**src/rtl/lsu_pkg.sv**
```systemverilog
// Shared definitions for the load/store unit: RV32I width codes, FSM states,
// Wishbone byte-lane patterns and the latched-op payload.
package lsu_pkg;

    localparam int unsigned XLEN   = 32;
    localparam int unsigned SEL_W  = XLEN / 8;
    localparam int unsigned F3_W   = 3;

    localparam logic [F3_W-1:0] F3_B  = 3'b000;
    localparam logic [F3_W-1:0] F3_H  = 3'b001;
    localparam logic [F3_W-1:0] F3_W32 = 3'b010;
    localparam logic [F3_W-1:0] F3_BU = 3'b100;
    localparam logic [F3_W-1:0] F3_HU = 3'b101;

    localparam logic [SEL_W-1:0] LANE_BYTE = 4'b0001;
    localparam logic [SEL_W-1:0] LANE_HALF = 4'b0011;
    localparam logic [SEL_W-1:0] LANE_WORD = 4'b1111;

    typedef enum logic [1:0] {
        ST_IDLE     = 2'd0,
        ST_REQ      = 2'd1,
        ST_WAIT_ACK = 2'd2
    } lsu_state_e;

    typedef enum logic [1:0] {
        SZ_BYTE = 2'd0,
        SZ_HALF = 2'd1,
        SZ_WORD = 2'd2
    } access_size_e;

    // Op attributes kept for the duration of a bus cycle
    typedef struct packed {
        logic            is_load;
        logic [F3_W-1:0] funct3;
        logic [1:0]      addr_lo;
    } op_info_t;

    // Stores only define SB/SH/SW; every other code falls back to a full word
    function automatic access_size_e f_access_size(input logic [F3_W-1:0] funct3,
                                                   input logic            is_store);
        access_size_e sz;
        sz = SZ_WORD;
        case (funct3)
            F3_B:  sz = SZ_BYTE;
            F3_H:  sz = SZ_HALF;
            F3_BU: if (!is_store) sz = SZ_BYTE;
            F3_HU: if (!is_store) sz = SZ_HALF;
            default: sz = SZ_WORD;
        endcase
        return sz;
    endfunction

endpackage

```
**src/rtl/lsu_align.sv**
```systemverilog
// Pure datapath helper: store byte enables and lane replication, load
// extraction with sign/zero extension, and misalignment detection.
module lsu_align
    import lsu_pkg::*;
(
    input  logic [F3_W-1:0]  i_funct3,
    input  logic [1:0]       i_addr_lo,
    input  logic             i_is_store,
    input  logic [XLEN-1:0]  i_store_data,
    output logic [SEL_W-1:0] o_wr_sel_c,
    output logic [XLEN-1:0]  o_wr_data_c,
    output logic             o_misaligned_c,
    input  logic [F3_W-1:0]  i_ld_funct3,
    input  logic [1:0]       i_ld_addr_lo,
    input  logic [XLEN-1:0]  i_rd_data,
    output logic [XLEN-1:0]  o_load_data_c
);

    access_size_e w_req_size;
    access_size_e w_ld_size;
    logic [7:0]   w_ld_byte;
    logic [15:0]  w_ld_half;
    logic         w_ld_unsigned;

    // Request side: lane select, replicated write data, alignment check
    always_comb begin
        w_req_size     = f_access_size(i_funct3, i_is_store);
        o_wr_sel_c     = LANE_WORD;
        o_wr_data_c    = i_store_data;
        o_misaligned_c = 1'b0;
        case (w_req_size)
            SZ_BYTE: begin
                o_wr_sel_c  = LANE_BYTE << i_addr_lo;
                o_wr_data_c = {4{i_store_data[7:0]}};
            end
            SZ_HALF: begin
                o_wr_sel_c     = LANE_HALF << {i_addr_lo[1], 1'b0};
                o_wr_data_c    = {2{i_store_data[15:0]}};
                o_misaligned_c = i_addr_lo[0];
            end
            default: begin
                o_wr_sel_c     = LANE_WORD;
                o_wr_data_c    = i_store_data;
                o_misaligned_c = |i_addr_lo;
            end
        endcase
    end

    // Response side: pick the addressed lane and extend to XLEN
    always_comb begin
        w_ld_size     = f_access_size(i_ld_funct3, 1'b0);
        w_ld_unsigned = i_ld_funct3[2];
        w_ld_byte     = 8'(i_rd_data >> {i_ld_addr_lo, 3'b000});
        w_ld_half     = 16'(i_rd_data >> {i_ld_addr_lo[1], 4'b0000});
        o_load_data_c = i_rd_data;
        case (w_ld_size)
            SZ_BYTE: o_load_data_c = {{24{~w_ld_unsigned & w_ld_byte[7]}}, w_ld_byte};
            SZ_HALF: o_load_data_c = {{16{~w_ld_unsigned & w_ld_half[15]}}, w_ld_half};
            default: o_load_data_c = i_rd_data;
        endcase
    end

endmodule

```
**src/rtl/load_store_unit.sv**
```systemverilog
// RV32I load/store unit: one outstanding op as a Wishbone-pipelined master,
// with misalignment and ack-timeout exceptions and flush-suppressed completion.
module load_store_unit
    import lsu_pkg::*;
#(
    parameter int unsigned ACK_TIMEOUT = 16
) (
    input  logic             clk,
    input  logic             rst,
    input  logic             ex_valid,
    input  logic             ex_is_load,
    input  logic             ex_is_store,
    input  logic [2:0]       ex_funct3,
    input  logic [31:0]      ex_addr,
    input  logic [31:0]      ex_store_data,
    input  logic             flush,
    output logic             wb_cyc,
    output logic             wb_stb,
    output logic             wb_wr_en,
    output logic [31:0]      wb_addr,
    output logic [31:0]      wb_wr_data,
    output logic [3:0]       wb_wr_sel,
    input  logic             wb_ack,
    input  logic             wb_stall,
    input  logic [31:0]      wb_rd_data,
    output logic             mem_done,
    output logic [31:0]      mem_load_data,
    output logic             stall_req,
    output logic             misaligned,
    output logic             bus_err
);

    localparam int unsigned TMO_W = $clog2(ACK_TIMEOUT + 1);

    lsu_state_e          r_state;
    lsu_state_e          w_state_nxt;
    op_info_t            r_op;
    op_info_t            w_op_nxt;
    logic [TMO_W-1:0]    r_tmo_cnt;
    logic [TMO_W-1:0]    w_tmo_nxt;
    logic                r_flushed;
    logic                w_flushed_nxt;

    logic                r_cyc, r_stb, r_wr_en;
    logic [XLEN-1:0]     r_addr, r_wr_data;
    logic [SEL_W-1:0]    r_sel;
    logic                r_mem_done, r_misaligned, r_bus_err;
    logic [XLEN-1:0]     r_load_data;

    logic                w_cyc_nxt, w_stb_nxt, w_wr_en_nxt;
    logic [XLEN-1:0]     w_addr_nxt, w_wr_data_nxt;
    logic [SEL_W-1:0]    w_sel_nxt;
    logic                w_mem_done_nxt, w_misaligned_nxt, w_bus_err_nxt;
    logic [XLEN-1:0]     w_load_data_nxt;

    logic                w_accept, w_start, w_reject;
    logic                w_tmo_hit, w_complete;
    logic [SEL_W-1:0]    w_align_sel;
    logic [XLEN-1:0]     w_align_wr_data;
    logic [XLEN-1:0]     w_align_load_data;
    logic                w_align_mis;

    lsu_align u_align (
        .i_funct3       (ex_funct3),
        .i_addr_lo      (ex_addr[1:0]),
        .i_is_store     (ex_is_store),
        .i_store_data   (ex_store_data),
        .o_wr_sel_c     (w_align_sel),
        .o_wr_data_c    (w_align_wr_data),
        .o_misaligned_c (w_align_mis),
        .i_ld_funct3    (r_op.funct3),
        .i_ld_addr_lo   (r_op.addr_lo),
        .i_rd_data      (wb_rd_data),
        .o_load_data_c  (w_align_load_data)
    );

    assign w_accept  = (r_state == ST_IDLE) && ex_valid && (ex_is_load || ex_is_store) && !flush;
    assign w_start   = w_accept && !w_align_mis;
    assign w_reject  = w_accept && w_align_mis;
    assign w_tmo_hit = (r_tmo_cnt == TMO_W'(ACK_TIMEOUT - 1));
    assign stall_req = (r_state != ST_IDLE) || w_accept;

    assign w_complete = ((r_state == ST_REQ) && !wb_stall && wb_ack) ||
                        ((r_state == ST_WAIT_ACK) && wb_ack);

    // State and registered outputs
    always_ff @(posedge clk) begin
        if (rst) begin
            r_state      <= ST_IDLE;
            r_op         <= '0;
            r_tmo_cnt    <= '0;
            r_flushed    <= 1'b0;
            r_cyc        <= 1'b0;
            r_stb        <= 1'b0;
            r_wr_en      <= 1'b0;
            r_addr       <= '0;
            r_wr_data    <= '0;
            r_sel        <= '0;
            r_mem_done   <= 1'b0;
            r_misaligned <= 1'b0;
            r_bus_err    <= 1'b0;
            r_load_data  <= '0;
        end else begin
            r_state      <= w_state_nxt;
            r_op         <= w_op_nxt;
            r_tmo_cnt    <= w_tmo_nxt;
            r_flushed    <= w_flushed_nxt;
            r_cyc        <= w_cyc_nxt;
            r_stb        <= w_stb_nxt;
            r_wr_en      <= w_wr_en_nxt;
            r_addr       <= w_addr_nxt;
            r_wr_data    <= w_wr_data_nxt;
            r_sel        <= w_sel_nxt;
            r_mem_done   <= w_mem_done_nxt;
            r_misaligned <= w_misaligned_nxt;
            r_bus_err    <= w_bus_err_nxt;
            r_load_data  <= w_load_data_nxt;
        end
    end

    // Next-state logic
    always_comb begin
        w_state_nxt = r_state;
        case (r_state)
            ST_IDLE: begin
                if (w_start) w_state_nxt = ST_REQ;
            end
            ST_REQ: begin
                if (!wb_stall) w_state_nxt = wb_ack ? ST_IDLE : ST_WAIT_ACK;
            end
            ST_WAIT_ACK: begin
                if (wb_ack || w_tmo_hit) w_state_nxt = ST_IDLE;
            end
            default: w_state_nxt = ST_IDLE;
        endcase
    end

    // Next values of the registered outputs and bookkeeping
    always_comb begin
        w_op_nxt         = r_op;
        w_tmo_nxt        = r_tmo_cnt;
        w_flushed_nxt    = r_flushed | flush;
        w_cyc_nxt        = r_cyc;
        w_stb_nxt        = r_stb;
        w_wr_en_nxt      = r_wr_en;
        w_addr_nxt       = r_addr;
        w_wr_data_nxt    = r_wr_data;
        w_sel_nxt        = r_sel;
        w_mem_done_nxt   = 1'b0;
        w_misaligned_nxt = 1'b0;
        w_bus_err_nxt    = 1'b0;
        w_load_data_nxt  = r_load_data;

        case (r_state)
            ST_IDLE: begin
                w_flushed_nxt    = 1'b0;
                w_misaligned_nxt = w_reject;
                if (w_start) begin
                    w_cyc_nxt     = 1'b1;
                    w_stb_nxt     = 1'b1;
                    w_wr_en_nxt   = ex_is_store;
                    w_addr_nxt    = {ex_addr[31:2], 2'b00};
                    w_wr_data_nxt = ex_is_store ? w_align_wr_data : '0;
                    w_sel_nxt     = w_align_sel;
                    w_tmo_nxt     = '0;
                    w_op_nxt      = '{is_load: ex_is_load, funct3: ex_funct3,
                                      addr_lo: ex_addr[1:0]};
                end
            end
            ST_REQ: begin
                if (!wb_stall) w_stb_nxt = 1'b0;
            end
            ST_WAIT_ACK: begin
                if (!wb_ack) begin
                    if (w_tmo_hit) begin
                        w_cyc_nxt     = 1'b0;
                        w_wr_en_nxt   = 1'b0;
                        w_bus_err_nxt = 1'b1;
                    end else begin
                        w_tmo_nxt = r_tmo_cnt + TMO_W'(1);
                    end
                end
            end
            default: begin
                w_cyc_nxt = 1'b0;
                w_stb_nxt = 1'b0;
            end
        endcase

        // A flush seen at any point during the bus cycle kills the completion pulse
        if (w_complete) begin
            w_cyc_nxt       = 1'b0;
            w_stb_nxt       = 1'b0;
            w_wr_en_nxt     = 1'b0;
            w_mem_done_nxt  = !(r_flushed || flush);
            w_load_data_nxt = r_op.is_load ? w_align_load_data : '0;
        end
    end

    assign wb_cyc        = r_cyc;
    assign wb_stb        = r_stb;
    assign wb_wr_en      = r_wr_en;
    assign wb_addr       = r_addr;
    assign wb_wr_data    = r_wr_data;
    assign wb_wr_sel     = r_sel;
    assign mem_done      = r_mem_done;
    assign mem_load_data = r_load_data;
    assign misaligned    = r_misaligned;
    assign bus_err       = r_bus_err;

endmodule

```
**config.mk**
```make
export PLATFORM = sky130hd
export DESIGN_NAME = load_store_unit
export DESIGN_NICKNAME = d
export VERILOG_FILES = /design/src/rtl/lsu_pkg.sv /design/src/rtl/lsu_align.sv /design/src/rtl/load_store_unit.sv
export SDC_FILE = /design/constraint.sdc
export NUM_CORES = 1
export LEC_CHECK = 0
export CORE_UTILIZATION = 30
export DETAILED_ROUTE_END_ITERATION = 7
export MAX_ROUTING_LAYER = met4
export PLACE_DENSITY = 0.65
export SYNTH_ARGS = -nofsm -noshare
export SYNTH_HDL_FRONTEND = slang
export SYNTH_SLANG_ARGS = --single-unit
export TNS_END_PERCENT = 100
```
**constraint.sdc**
```tcl
create_clock -name clk -period 2.2 [get_ports clk]
set_input_delay 0.55 -clock clk [delete_from_list [all_inputs] [get_ports clk]]
set_output_delay 0.55 -clock clk [all_outputs]
set_load 0.01 [all_outputs]
```
# ---- Yosys cells after proc, flatten, opt, wreduce, memory -nomap -nowiden
# Cells that the tools add are included.
dict set report word_totals {
  output_inout_bits 107
  regBits 118
  in_bits 107
  word_cells 112
}
dict set report op_classes {
  n_eq_ne 17
  addsub 1
  shifts 4
  n_bitwise 8
  muxes 28
  n_reduce_logical 38
}
# op n
set op_table {}
lappend op_table {{one-hot mux 32 bit (2 select lines)} 2}
lappend op_table {{two-way mux 32 bit} 2}
lappend op_table {{>> shifter 32 x 5 -> 16 bit} 1}
lappend op_table {{>> shifter 32 x 5 -> 8 bit} 1}
lappend op_table {{two-way mux 5 bit} 3}
lappend op_table {{OR reduction 2 bit} 7}
lappend op_table {{equality test 3 bit (second input constant)} 4}
lappend op_table {{two-way mux 2 bit} 6}
lappend op_table {{AND reduction 4 bit} 3}
lappend op_table {{!= test 2 bit (second input constant)} 5}
lappend op_table {{one-hot mux 5 bit (2 select lines)} 1}
lappend op_table {{logical AND 1 bit} 8}
lappend op_table {{one-hot mux 2 bit (4 select lines)} 1}
lappend op_table {{one-hot mux 4 bit (2 select lines)} 1}
lappend op_table {{equality test 2 x 1 -> 1 bit (second input constant)} 3}
lappend op_table {{equality test 3 x 1 -> 1 bit (second input constant)} 2}
lappend op_table {{logical NOT 2 bit} 3}
lappend op_table {{logical NOT 3 bit} 2}
lappend op_table {{two-way mux 1 bit} 6}
lappend op_table {{one-hot mux 1 bit (3 select lines)} 2}
lappend op_table {{one-hot mux 2 bit (3 select lines)} 1}
lappend op_table {{AND reduction 3 bit} 2}
lappend op_table {{adder 5 x 1 -> 5 bit (second input constant)} 1}
lappend op_table {{equality test 5 x 4 -> 1 bit (second input constant)} 1}
lappend op_table {{other kinds (14)} 28}

# ---- Depth between registers and ports, before layout
dict set report logic_depth {
  depth_word 8
  depth_mapped 7
  ltp_nobuf 7
}

# ---- By module
# From an unflattened synthesis, not the netlist that was laid out.
dict set report unflattened {
  hier_cells 721
  hier_area_um2 5524.0
}
# mod n_inst area_per_inst_um2 cells_each
set by_module_without_submodules {}
lappend by_module_without_submodules {load_store_unit 1 4315.4 536}
lappend by_module_without_submodules {lsu_align 1 1208.7 185}

# ---- Worst setup path after synthesis
# Ideal clock, no wire load.
dict set report synth_path {
  path_kind {reg2reg}
  start {reg r_tmo_cnt[0]}
  end {reg r_tmo_cnt[3]}
  setup_ps 79
  setup_slack_ps 329
  required_time_ps 2121
  path_stages_with_launch 8
  n_path_buf 0
  period_less_slack_ps 1871
  t_arrival_ps 1792
  cell_sequence {dfxtp_1 ha_1 and3_1 ha_1 nor4b_2 nand4_1 xor2_1 nor3_1}
}
dict set report synth_between {
  elab_cells_between_ends 7
  cone_classes {1 x add/sub; 2 x eq/ne; 3 x mux; 1 x reduce/logical}
}
# element line
set synth_rtl {}
lappend synth_rtl {{start, declared} load_store_unit.sv:39} ;# logic [TMO_W-1:0] r_tmo_cnt;
lappend synth_rtl {{start signal, assigned} load_store_unit.sv:106} ;# r_tmo_cnt <= w_tmo_nxt;
lappend synth_rtl {{equality test 5 x 4 -> 1 bit} load_store_unit.sv:80} ;# assign w_tmo_hit = (r_tmo_cnt == TMO_W'(ACK_TIMEOUT - 1));
lappend synth_rtl {{net w_tmo_hit} load_store_unit.sv:57} ;# logic w_tmo_hit, w_complete;
lappend synth_rtl {{!= test 2 bit (no line)} n/a}
lappend synth_rtl {{AND reduction 4 bit (no line)} n/a}
# The timed path passes the listed nets, and every way through them passes these cells. The select of a mux whose other input is x is not followed.
# A chain may end at the register's enable or synchronous reset.

# ---- Final worst setup path
dict set report layout_path {
  start {in ex_is_load}
  end {out stall_req}
}
dict set report layout_between {
  elab_chain_len 4
}
# element line
set layout_rtl {}
lappend layout_rtl {{start, declared} load_store_unit.sv:11} ;# input logic ex_is_load,
lappend layout_rtl {{logical OR 1 bit} load_store_unit.sv:77} ;# assign w_accept = (r_state == ST_IDLE) && ex_valid && (ex_is_load || ex_is_store) && !flush;
lappend layout_rtl {{logical AND 1 bit (2 in a row)} load_store_unit.sv:77}
lappend layout_rtl {{logical OR 1 bit} load_store_unit.sv:81} ;# assign stall_req = (r_state != ST_IDLE) || w_accept;
lappend layout_rtl {{end, declared} load_store_unit.sv:28} ;# output logic stall_req,
# No other way between the ends.

==> metrics.txt <==
PwrDens=approximately 680 nW/um2; Hold Crit Endpoint=mem_done; Unique masters post-synth=54; crit path DAT=between 1.5 and 2 ns; total vias in the final route=5542; status=finished, final reports clean; Slowest cell on crit path=clkdlybuf4s50_1; htree depth=4; number of buffers created by CTS=17; most common cell after layout, fill and taps aside=clkdlybuf4s50_1; TritonCTS clock tree=built; GRT overflow=0; Multi-input gate area=~2700 um2; Area Overhead vs Synth=61.0%; Tmin final=roughly 2.1 ns; Worst-path clk slew=roughly 0.050 ns; drt wl/cell=~17 um; crit-path max cell delay=about 0.46 ns; nets=955; skew final=between 0.007 and 0.008 ns; Reg power frac=37.8%; Reg2Reg Setup Slack=about 0.34 ns; CP cell instances=clkdlybuf4s50_1 -> o211ai_1 -> nand2_1 -> dlygate4sd2_1; Final Core Density=49.5%; Fill cells=approximately 1700; Net Switching=1.42 mW; core area=17300 um2; WP data required=1.65 ns; maximum VDD drop=roughly 0.56 mV; Hold Buf Count CTS=0; Critical Path Sink Type=primary output; Setup Crit Path Kind=in -> out; clk sinks=between 100 and 150; MaxCap Viol Count=0; gr usage total=20.7%; max-slew violations=0; RD Place Congestion=around 0.84; setup bufs post-CTS=0; #FFs+latches synth=roughly 120; via/cell ratio=5.11; num ports=~210; post-DP HPWL=between 10000 and 15000 um; DR iter-0 viols=roughly 370; Post-Route WL=~18000 um; die area=18300 um2; Net Sw Frac=roughly 24%; final critical-path share of the clock period=between 90% and 100%; Fin. Hold Viols=0; Mapped Area=~5300 um2; CP Max Fanout=2; Starting Density=between 30% and 40%; HP Start=r_flushed; met2 wire len=slightly above 8000 um; Pwr Total=around 5.8 mW; static leakage=about 3.1 nW; commonest non-fill, non-tap cells in the layout=clkdlybuf4s50_1 (208), dfxtp_1 (118), o21ai_0 (80), a21oi_1 (58), buf_4 (51); num rows=between 40 and 50; setup TNS after final layout=0 ns; First-pass DRT Iterations=5; Hold Crit Class=reg -> reg; first-pass GRT wire length=~28000 um; port buffer count=roughly 210; Placed Area=roughly 8000 um2; vias in the first global route=about 5300; DIE HEIGHT=roughly 140 um; r2r worst-path depth=4; Slew @ Worst Pin=0.582 ns; Ys Warns=0; CP Launch Type=primary input; setup violators final=0; internal power=about 4.4 mW; Reg area=between 2000 and 2500 um2; design area=8570 um2; RR Startpoint=r_op[0]; reg-to-reg endpoint=mem_load_data[4]; pin count of the biggest net entering global routing=between 50 and 60; Post-Route M1 WL=~8300 um; fmax=472 MHz; register area share after synthesis=between 40% and 50%; Post-Syn Instances=around 620; max layer used=met4; relative slew slack=about three fifths; DRC viols=0; layout cells sized above 1=~13%; Mapped Avg Cell Area=approximately 8.6 um2; Die W=between 100 and 150 um; Main synth FF type=dfxtp_1; hold path depth=1; combinational share of power=between 10% and 20%; initial antenna violation count=1; number of flops mapped to enable cells by yosys=0; worst-skew pair later-pin latency=0.42 ns; Antenna Nets Post-Route=0; met3 wire len=around 1400 um; RSZ-0062 raised after global routing=no; FFs w/ async S/R, synth=0%; CTS max path bufs=2; Root Driver=clkbuf_16; Clk pwr share=between 40% and 50%
logic make-up (layout without fill, tap and decap cells):
group                      after synthesis  after routing  synth area share [%]
AOI/OAI and AO/OA                      215            215                  25.7
xor gates and xnor gates                 3              3                 0.494
adders and majority gates                2              2                 0.470
buffers and inverters                   64            304                  5.43
DFF                                    118            118                  44.4
muxes                                   26             26                  5.31
other                                    1              3                0.0705
and+or+nand+nor                        188            188                  18.1
critical path: cells and delay by family:
family / cells / cell delay (ns)
compound gates: 1 / 0.20
buf+inv: 2 / 0.74
simple gates: 1 / 0.07
what timing repair did:
item	CTS	global route
endpoints found under the setup margin	1	1
resized for setup	2	1
pin swaps	0	0
state kept, by name (all words and copies together), names as in the netlist:
| signal | flops |
|---|---|
| misaligned | 1 |
| r_tmo_cnt | 5 |
| wb_wr_data | 32 |
| wb_stb | 1 |
| wb_addr | 30 |
| r_flushed | 1 |
| wb_cyc | 1 |
| bus_err | 1 |
| wb_wr_en | 1 |
| r_op | 6 |
| mem_done | 1 |
| r_state | 2 |
| wb_wr_sel | 4 |
| mem_load_data | 32 |
per-stage QoR:
step | setup WS, ns | hold WS (ns) | cells
after global placement | -0.225 | 0.412 | 1052
after detailed placement | -0.219 | 0.416 | 1052
after global routing | 0.0276 | 0.442 | 1084
after floorplan | 0.329 | 0.399 | 618
final | 0.0794 | 0.423 | 1084
after CTS | 0.0662 | 0.423 | 1083
final cells by class:
class / count / share of cell area, %
antenna: 1 / 0.0292
clock buffer: 20 / 5.33
clock inverter: 11 / 1.75
inverter: 7 / 0.307
multi-input combinational: 436 / 31.7
sequential: 118 / 27.6
tap: 225 / 3.29
timing repair buffer: 266 / 30.0
cell usage after synthesis, types with 6 or more instances:
cell type  instances  share of area [%]
mux2_2             8                1.7
inv_1              7               0.49
or3_1              8               0.94
nor3_1             7               0.66
o21ai_0           80                7.5
o2bb2ai_1          8                1.3
a211o_1            6               0.99
nor2_1            29                2.0
and3b_1            6               0.99
nand4_1            9                1.1
nand2_1           46                3.2
nor2b_1           19                2.2
nand3_1           40                3.8
clkbuf_1          37                2.6
a221o_1           16                3.0
a32o_1             8                1.5
dfxtp_1          118                 44
a21oi_1           60                5.6
o31ai_1           16                2.3
buf_2             12                1.1
mux2i_1           17                3.2
nand2b_1          11                1.3
power by group through the flow:
stage / Sequential (mW) / Combinational (mW) / Clock, mW
floorplan: 2.26 / 0.290 / 0
global placement: 2.25 / 0.764 / 0
detailed placement: 2.25 / 0.761 / 0
CTS: 2.20 / 0.766 / 2.92
global route: 2.21 / 0.822 / 3.01
finish: 2.20 / 0.764 / 2.86
layer usage:
layer	vias to the layer above	track usage, %
met5	-	-
met4	0	7.05
met3	19	7.18
met2	198	30.6
met1	2618	26.2
li1	2707	-
how the worst max path moves through the flow:
stage	from	to	slack (ns)	cells after the start
after floorplan	r_tmo_cnt[0]	r_tmo_cnt[3]	0.33	7
after global placement	flush	stall_req	-0.23	5
after detailed placement	flush	stall_req	-0.22	5
after CTS	flush	stall_req	0.07	5
after global routing	ex_is_load	stall_req	0.03	4
final	ex_is_load	stall_req	0.08	4
Note: power is estimated with default switching activity, not from simulation.
